[config.mk]
export PLATFORM = sky130hd
export DESIGN_NAME = shift_sequencer
export DESIGN_NICKNAME = d
export VERILOG_FILES = /design/src/rtl/shift_pkg.sv /design/src/rtl/shift_stage.sv /design/src/rtl/shift_sequencer.sv
export SDC_FILE = /design/constraint.sdc
export NUM_CORES = 1
export LEC_CHECK = 0
export BUFFER_PORTS_ARGS = -buffer_cell sky130_fd_sc_hd__buf_4
export CORE_UTILIZATION = 23
export DETAILED_ROUTE_END_ITERATION = 8
export HOLD_SLACK_MARGIN = 0.06
export PLACE_DENSITY = 0.37
export SYNTH_ARGS = -nofsm -noshare
export SYNTH_HDL_FRONTEND = slang
export SYNTH_HIERARCHICAL = 1
export SYNTH_SLANG_ARGS = --single-unit
[constraint.sdc]
create_clock -name clk -period 6.9 [get_ports clk]
set_clock_uncertainty 0.05 [all_clocks]
set_input_delay 0.69 -clock clk [delete_from_list [all_inputs] [get_ports clk]]
set_output_delay 0.69 -clock clk [all_outputs]
set_load 0.05 [all_outputs]
[src/rtl/shift_pkg.sv]
// shift_pkg: op codes, FSM state type and op helpers for the shift sequencer
package shift_pkg;
  localparam logic [2:0] OP_SHR  = 3'd0;
  localparam logic [2:0] OP_SHRA = 3'd1;
  localparam logic [2:0] OP_SHL  = 3'd2;
  localparam logic [2:0] OP_ROR  = 3'd3;
  localparam logic [2:0] OP_ROL  = 3'd4;
  typedef enum logic [1:0] {ST_IDLE, ST_RUN, ST_DONE} state_t;
  function automatic logic is_rotate(input logic [2:0] op);
    return op == OP_ROR || op == OP_ROL;
  endfunction
endpackage

[src/rtl/shift_stage.sv]
// shift_stage: one log2 shift stage selected by index; shifts val by 2**stage when en
//   val in [WIDTH], op in [3], stage in [STAGES], en in; out out [WIDTH]
module shift_stage
  import shift_pkg::*;
#(
  parameter int WIDTH  = 32,
  parameter int STAGES = $clog2(WIDTH)
) (
  input  logic [WIDTH-1:0]  val,
  input  logic [2:0]        op,
  input  logic [STAGES-1:0] stage,
  input  logic              en,
  output logic [WIDTH-1:0]  out
);
  logic [WIDTH-1:0] cand [STAGES];
  for (genvar s = 0; s < STAGES; s++) begin : g_stage
    localparam int K = 2 ** s;
    assign cand[s] = op == OP_SHR  ? {{K{1'b0}}, val[WIDTH-1:K]} :
                     op == OP_SHRA ? {{K{val[WIDTH-1]}}, val[WIDTH-1:K]} :
                     op == OP_SHL  ? {val[WIDTH-1-K:0], {K{1'b0}}} :
                     op == OP_ROR  ? {val[K-1:0], val[WIDTH-1:K]} :
                     op == OP_ROL  ? {val[WIDTH-1-K:0], val[WIDTH-1:WIDTH-K]} : val;
  end
  always_comb begin
    out = val;
    for (int i = 0; i < STAGES; i++)
      if (en && stage == STAGES'(i)) out = cand[i];
  end
endmodule

[src/rtl/shift_sequencer.sv]
// shift_sequencer: multi-cycle shift/rotate controller, one log2 stage per clock
//   clk, rst_n (async low) in; start, op[3], data_in[W], amt[W], kill in
//   busy, done, err, result[W] out
module shift_sequencer
  import shift_pkg::*;
#(
  parameter int WIDTH = 32
) (
  input  logic             clk,
  input  logic             rst_n,
  input  logic             start,
  input  logic [2:0]       op,
  input  logic [WIDTH-1:0] data_in,
  input  logic [WIDTH-1:0] amt,
  input  logic             kill,
  output logic             busy,
  output logic             done,
  output logic             err,
  output logic [WIDTH-1:0] result
);
  localparam int STAGES = $clog2(WIDTH);
  state_t            state;
  logic [WIDTH-1:0]  acc, stage_out, fast_val;
  logic [STAGES-1:0] stage, amt_reg;
  logic [2:0]        op_reg;
  logic              legal, rot, big, fast;
  assign legal = op <= OP_ROL;
  assign rot   = is_rotate(op);
  // amt >= WIDTH exactly when any bit above the stage bits is set (WIDTH is a power of two)
  assign big   = |amt[WIDTH-1:STAGES];
  assign fast  = !legal || amt == '0 || (rot && amt[STAGES-1:0] == '0) || (big && !rot);
  assign fast_val = (!legal || !big || rot) ? data_in :
                    op == OP_SHRA ? {WIDTH{data_in[WIDTH-1]}} : '0;
  assign busy = state != ST_IDLE;
  assign done = state == ST_DONE;
  // amt_reg shifts right each RUN cycle so its LSB is always the current stage's enable
  shift_stage #(.WIDTH(WIDTH), .STAGES(STAGES)) u_stage (
    .val(acc), .op(op_reg), .stage(stage), .en(amt_reg[0]), .out(stage_out)
  );
  always_ff @(posedge clk or negedge rst_n) begin
    if (!rst_n) begin
      state   <= ST_IDLE;
      acc     <= '0;
      stage   <= '0;
      amt_reg <= '0;
      op_reg  <= '0;
      err     <= 1'b0;
      result  <= '0;
    end else begin
      case (state)
        ST_IDLE: if (start && !kill) begin
          op_reg  <= op;
          amt_reg <= amt[STAGES-1:0];
          stage   <= '0;
          err     <= !legal;
          acc     <= fast ? fast_val : data_in;
          if (fast) result <= fast_val;
          state   <= fast ? ST_DONE : ST_RUN;
        end
        ST_RUN: if (kill) state <= ST_IDLE;
        else begin
          acc     <= stage_out;
          amt_reg <= {1'b0, amt_reg[STAGES-1:1]};
          stage   <= stage + 1'b1;
          if (stage == STAGES'(STAGES - 1)) begin
            result <= stage_out;
            state  <= ST_DONE;
          end
        end
        default: state <= ST_IDLE;
      endcase
    end
  end
endmodule
# ---- Word level (Yosys, flattened, before mapping)
# Cells that the tools add are included.
dict set report totals {
  regBits 80
}
dict set report op_classes {
  reduce_logical 30
  eq_ne 18
  mux 52
  order_cmp 1
  n_addsub 1
}
# op n
set ops {}
lappend ops {{32-bit 2-to-1 mux} 39}
lappend ops {{32-bit one-hot mux with 2 select lines} 2}
lappend ops {{32-bit logical NOT} 1}
lappend ops {{27-bit OR reduction} 1}
lappend ops {{5-bit 2-to-1 mux} 4}
lappend ops {{5-bit one-hot mux with 2 select lines} 2}
lappend ops {{5-bit by 2-bit equality test with 1-bit output (second input constant)} 2}
lappend ops {{5-bit logical NOT} 2}
lappend ops {{3-bit by 2-bit equality test with 1-bit output (second input constant)} 3}
lappend ops {{1-bit logical AND} 8}
lappend ops {{2-bit 2-to-1 mux} 4}
lappend ops {{2-bit inequality test (second input constant)} 4}
lappend ops {{3-bit by 1-bit equality test with 1-bit output (second input constant)} 2}
lappend ops {{3-bit equality test (second input constant)} 2}
lappend ops {{1-bit logical OR} 6}
lappend ops {{5-bit by 1-bit adder with 5-bit output (second input constant)} 1}
lappend ops {{5-bit by 1-bit equality test with 1-bit output (second input constant)} 1}
lappend ops {{5-bit by 3-bit equality test with 1-bit output (second input constant)} 1}
lappend ops {{5-bit AND reduction} 1}
lappend ops {{1-bit logical NOT} 4}
lappend ops {{2-bit one-hot mux with 2 select lines} 1}
lappend ops {{2-bit AND reduction} 2}
lappend ops {{2-bit nonzero test} 2}
lappend ops {{3-bit <= comparator (second input constant)} 1}
lappend ops {{6 further kinds} 6}

# ---- Longest topological paths before layout
dict set report logic_depth {
  ltp_word 14
  mapped_depth 13
  depth_no_buf 8
}

# ---- Hierarchy
# The synthesis kept the hierarchy.
# mod seq_area_each_um2 area_each_um2 instances cells_each
set modules_own_cells {}
lappend modules_own_cells {shift_stage 0.0 6378.6 1 1050}
lappend modules_own_cells {shift_sequencer 2001.9 3872.5 1 388}

# ---- Least setup slack after synthesis
# No wires, ideal clock.
dict set report synth_timing {
  kind {input to register}
  from {in amt[1]}
  to {reg result[23]}
  stages 6
  setup_ns 0.126
  setup_slack_ns 4.406
  t_arrival_ns 2.318
  path_cell_list {or4_1 -> o21a_1 -> nor2b_1 -> a211o_1 -> buf_2 -> o32a_1}
}
dict set report synth_via {
  elab_chain_len 6
  word_cells_on_any_way 8
  classes_between {1 x eq/ne; 7 x reduce/logical}
}
# item line_no
set synth_rtl {}
lappend synth_rtl {{start: declaration} shift_sequencer.sv:14} ;# input logic [WIDTH-1:0] amt,
lappend synth_rtl {{32-bit logical NOT or 5-bit logical NOT (tied branches)} shift_sequencer.sv:31} ;# assign fast = !legal || amt == '0 || (rot && amt[STAGES-1:0] == '0) || (big && !rot);
lappend synth_rtl {{1-bit logical OR or 1-bit logical AND (tied branches)} shift_sequencer.sv:31}
lappend synth_rtl {{1-bit logical OR (*) (2 in a row)} shift_sequencer.sv:31}
lappend synth_rtl {{2-bit inequality test (no source line) (*)} --}
lappend synth_rtl {{5-bit AND reduction (no source line) (*)} --}
lappend synth_rtl {{end signal: assignment} shift_sequencer.sv:57} ;# if (fast) result <= fast_val;
lappend synth_rtl {{end signal: assignment} shift_sequencer.sv:66} ;# result <= stage_out;
lappend synth_rtl {{end: declaration} shift_sequencer.sv:19} ;# output logic [WIDTH-1:0] result
# Mark *: on every way between the ends. The rest lies on a longest branch, timed or not.
# A chain may end at the register's enable or synchronous reset.

# ---- Worst setup path after layout
dict set report layout_timing {
  from {reg op_reg[1]}
  to {reg result[16]}
}
dict set report layout_via {
  elab_chain_len 14
  word_cells_on_any_way 38
  classes_between {4 x eq/ne; 33 x mux; 1 x reduce/logical}
}
# item line_no
set layout_rtl {}
lappend layout_rtl {{start: declaration} shift_sequencer.sv:25} ;# logic [2:0] op_reg;
lappend layout_rtl {{start signal: assignment} shift_sequencer.sv:52} ;# op_reg <= op;
lappend layout_rtl {{3-bit equality test} shift_stage.sv:22} ;# op == OP_ROL ? {val[WIDTH-1-K:0], val[WIDTH-1:WIDTH-K]} : val;
lappend layout_rtl {{32-bit 2-to-1 mux} shift_stage.sv:22}
lappend layout_rtl {{32-bit 2-to-1 mux} shift_stage.sv:21} ;# op == OP_ROR ? {val[K-1:0], val[WIDTH-1:K]} :
lappend layout_rtl {{32-bit 2-to-1 mux} shift_stage.sv:20} ;# op == OP_SHL ? {val[WIDTH-1-K:0], {K{1'b0}}} :
lappend layout_rtl {{32-bit 2-to-1 mux} shift_stage.sv:19} ;# op == OP_SHRA ? {{K{val[WIDTH-1]}}, val[WIDTH-1:K]} :
lappend layout_rtl {{32-bit 2-to-1 mux} shift_stage.sv:18} ;# assign cand[s] = op == OP_SHR ? {{K{1'b0}}, val[WIDTH-1:K]} :
lappend layout_rtl {{32-bit 2-to-1 mux (4 in a row)} shift_stage.sv:27} ;# if (en && stage == STAGES'(i)) out = cand[i];
lappend layout_rtl {{32-bit 2-to-1 mux (*)} shift_stage.sv:27}
lappend layout_rtl {{net stage_out[16]} shift_sequencer.sv:23} ;# logic [WIDTH-1:0] acc, stage_out, fast_val;
lappend layout_rtl {{32-bit 2-to-1 mux (*)} shift_sequencer.sv:65} ;# if (stage == STAGES'(STAGES - 1)) begin
lappend layout_rtl {{32-bit 2-to-1 mux (*)} shift_sequencer.sv:60} ;# ST_RUN: if (kill) state <= ST_IDLE;
lappend layout_rtl {{32-bit one-hot mux with 2 select lines (*)} shift_sequencer.sv:50} ;# case (state)
# Mark *: on every way through the listed nets, which the timed path passes. The rest lies on a longest branch. The select of a mux whose other input is x is not followed.

==> metrics <==
DIE AREA 0.0454 mm²; final period demand of the worst path 3.78 ns; final cell utilization of the core 0.267; Yosys warning count 6; master cell of the clock root buffer clkbuf_16; clock latency on the worst-skew pair 0.37 ns; placement-stage worst setup slack 3.32 ns; Main synth FF type dfrtp_1; reported max-cap violation count 0; vias after detailed routing 12752; family with the most delay on the worst path buffers and inverters; number of optimization iterations in the first detailed-route pass 6; Fin. Hold Viols 0; wire length of the first global-routing pass 86.2 mm; number of cells after detailed placement roughly 2000; summed negative setup slack over all endpoints 0 ns; relative slew slack 0.294; CTS tree done; worst reg2reg endpoint result[16]; Detailed Place HPWL ~38 mm; worst hold path class input pin to asynchronous set/reset pin; crit-path max FO slightly below 100; placer congestion estimate between 0.9 and 1; Core Area 0.0436 mm²; registers with the most flip-flops acc: 32 flops, result: 32 flops; clock sink total 80; pin count of the biggest net entering global routing 153; All-Layer GR Usage 0.256; path depth of the worst reg2reg path 9; initial antenna violation count 0; top achievable clock speed 265 MHz; power per unit of standard cell area 389 mW/mm²; slowest CP cell dfrtp_4; detailed-route wire length 58.3 mm; Tightest Pin Transition 1.05 ns; count of unique library cells instantiated by Yosys between 80 and 90; number of standard cells in the final layout excluding fillers 2002; Layout fillers between 4000 and 5000; result of the run finished, final reports clean; Clock H-tree levels 3; Cell Rows 76; share of layout cells above drive strength 1 0.143; number of instances resized during post-cts repair 0; unrepaired setup endpoints after global routing false; WL per Instance 29.1 µm; cell count after synthesis about 1400; worst path required time between 7 and 8 ns; post-CTS setup repair buffer count 0; number of buffers inserted by port buffering 105; area grow syn2layout 13.6%; number of clock buffers inserted by TritonCTS 9; initial cell density of the core 0.235; maximum vdd drop 220 µV; via count normalized by instance count 6.37; Die Span X 213 µm; drt drc 0; Critical R2R Launch op_reg[1]; #FFs+latches synth 80; footprint of the flip-flops and latches between 0.002 and 0.0025 mm²; maximum single-stage delay on the critical path 0.94 ns; Crit path buffers/inverters 3; area of the multi-input gates 0.00732 mm²; Worst Setup End Kind register; global route overflow 0; syn_nets 1511; first-iteration detailed-routing DRC count 1656; via count of the first global-routing pass between 10000 and 15000; Cell Area, Synth 0.0103 mm²; mean instance size in the synthesized netlist 7.13 µm²; fin. max-slew vios 0; nets@finish 1484; critical path launch point type register; Tot Pwr 0.00454 W; WP data arrival 3.97 ns; final critical-path share of the clock period 0.547; portion of the post-synthesis area used by sequential elements 0.195; number of enable flip-flop cells after synthesis 0; y dimension of the die 213 µm; clk buf depth 2; worst-case register-to-register setup slack 3.12 ns; CP Cell Sequence buf_12 > inv_1 > buf_4 > nor3_1 > a211oi_1 > a31oi_1 > o311ai_1 > and2_1 > o32a_1; post-synthesis async set-or-reset flop share 1.00; antenna viol nets, final 0; post-route setup slack between 3 and 4 ns; Leakage Power 4.22 nW; kind of critical path register to register; hold buffer count at cts 0; IO Pins 106; Clk pin slew, worst setup/hold paths 0.07 ns; count of final setup violators 0
==> cell usage after synthesis (all sizes together) (8+ instances only) <==
master     n  area (µm²)
a211o     12         105
a31oi     38         238
dfrtp     80        2000
and3      27         169
inv       29         109
o22ai     28         175
a32o       9        90.1
a22oi     19         143
a21o      15         113
o32ai     16         140
o221ai     9        78.8
nor2b     39         244
or3       17         106
buf       92         478
and2      45         282
o2111ai   12         105
o21ai    189         957
o211ai    24         180
mux2i     39         390
o32a      25         250
nand2     92         348
nand4     12        75.1
a41oi      9        78.8
nor2     103         404
nand2b    20         125
clkbuf    96         360
a221oi    34         317
o21a      11        82.6
a211oi    40         305
nor3b     12        95.1
a21oi     61         313
a32oi      8        70.1
nand3     20         100
o311ai    10        87.6
nor3      45         230
==> through the flow <==
step	area, µm²	hold slack (ns)
floorplan	10300	0.344
global placement	11300	0.440
detailed placement	11300	0.442
CTS	11600	0.239
global route	11600	0.254
finish	11600	0.229
==> area by class of cell <==
cell class | count | share of cell area
diodes | 1 | 0.000215
inverters | 29 | 0.00934
clock buffers | 11 | 0.0208
clock inverters | 5 | 0.00687
flip-flops and latches | 80 | 0.173
multi-input cells | 1141 | 0.628
repair buffers | 150 | 0.0988
well taps | 585 | 0.0628
==> power by group <==
group / internal, W / switching (W) / leakage, nW
combinational: 0.000958 / 0.00200 / 3.09
clock: 0.000326 / 0.000209 / 0.152
sequential: 0.000617 / 0.000427 / 0.982
==> routing by layer <==
layer / GRT usage / share of wire / vias up
li1: - / - / 5479
met1: 0.352 / 0.42 / 6293
met2: 0.373 / 0.43 / 824
met3: 0.0591 / 0.10 / 156
met4: 0.127 / 0.048 / 0
met5: 0 / 0 / -
==> how the worst max path moves through the flow <==
| stage | endpoint | startpoint | depth (start not counted) |
|---|---|---|---|
| 2_1_floorplan | result[23] | amt[1] | 6 |
| 3_3_place_gp | result[16] | op_reg[1] | 9 |
| 3_5_place_dp | result[0] | op_reg[1] | 7 |
| 4_1_cts | result[16] | op_reg[1] | 9 |
| 5_1_grt | result[16] | op_reg[1] | 9 |
| 6_report | result[16] | op_reg[1] | 9 |
==> cells by family (layout without fill, tap and decap cells) <==
group | Yosys count | count (layout) | synth area share
AOI/OAI and AO/OA | 629 | 629 | 0.427
xor gates and xnor gates | 3 | 3 | 0.00256
adders and majority gates | 2 | 2 | 0.00244
buffers and inverters | 217 | 195 | 0.0924
DFF | 80 | 80 | 0.195
muxes | 45 | 45 | 0.0447
other | 0 | 1 | 0
and+or+nand+nor | 462 | 462 | 0.236
==> cells in the final DEF, fill, tap and decap left out, drive strengths merged, types with 12 or more instances in the layout <==
cell type | Yosys | final
a31oi | 38 | 38
o211ai | 24 | 24
or3 | 17 | 17
nand4 | 12 | 12
nand2b | 20 | 20
and3 | 27 | 27
o21ai | 189 | 189
inv | 29 | 29
a211o | 12 | 12
dfrtp | 80 | 80
nor3b | 12 | 12
and2 | 45 | 45
a211oi | 40 | 40
buf | 92 | 150
a221oi | 34 | 34
a21oi | 61 | 61
o22ai | 28 | 28
o2111ai | 12 | 12
mux2i | 39 | 39
o32ai | 16 | 16
nor3 | 45 | 45
nor2 | 103 | 103
nor2b | 39 | 39
o32a | 25 | 25
nand3 | 20 | 20
a21o | 15 | 15
a22oi | 19 | 19
nand2 | 92 | 92
No activity file was read; power rests on OpenSTA's default activity.
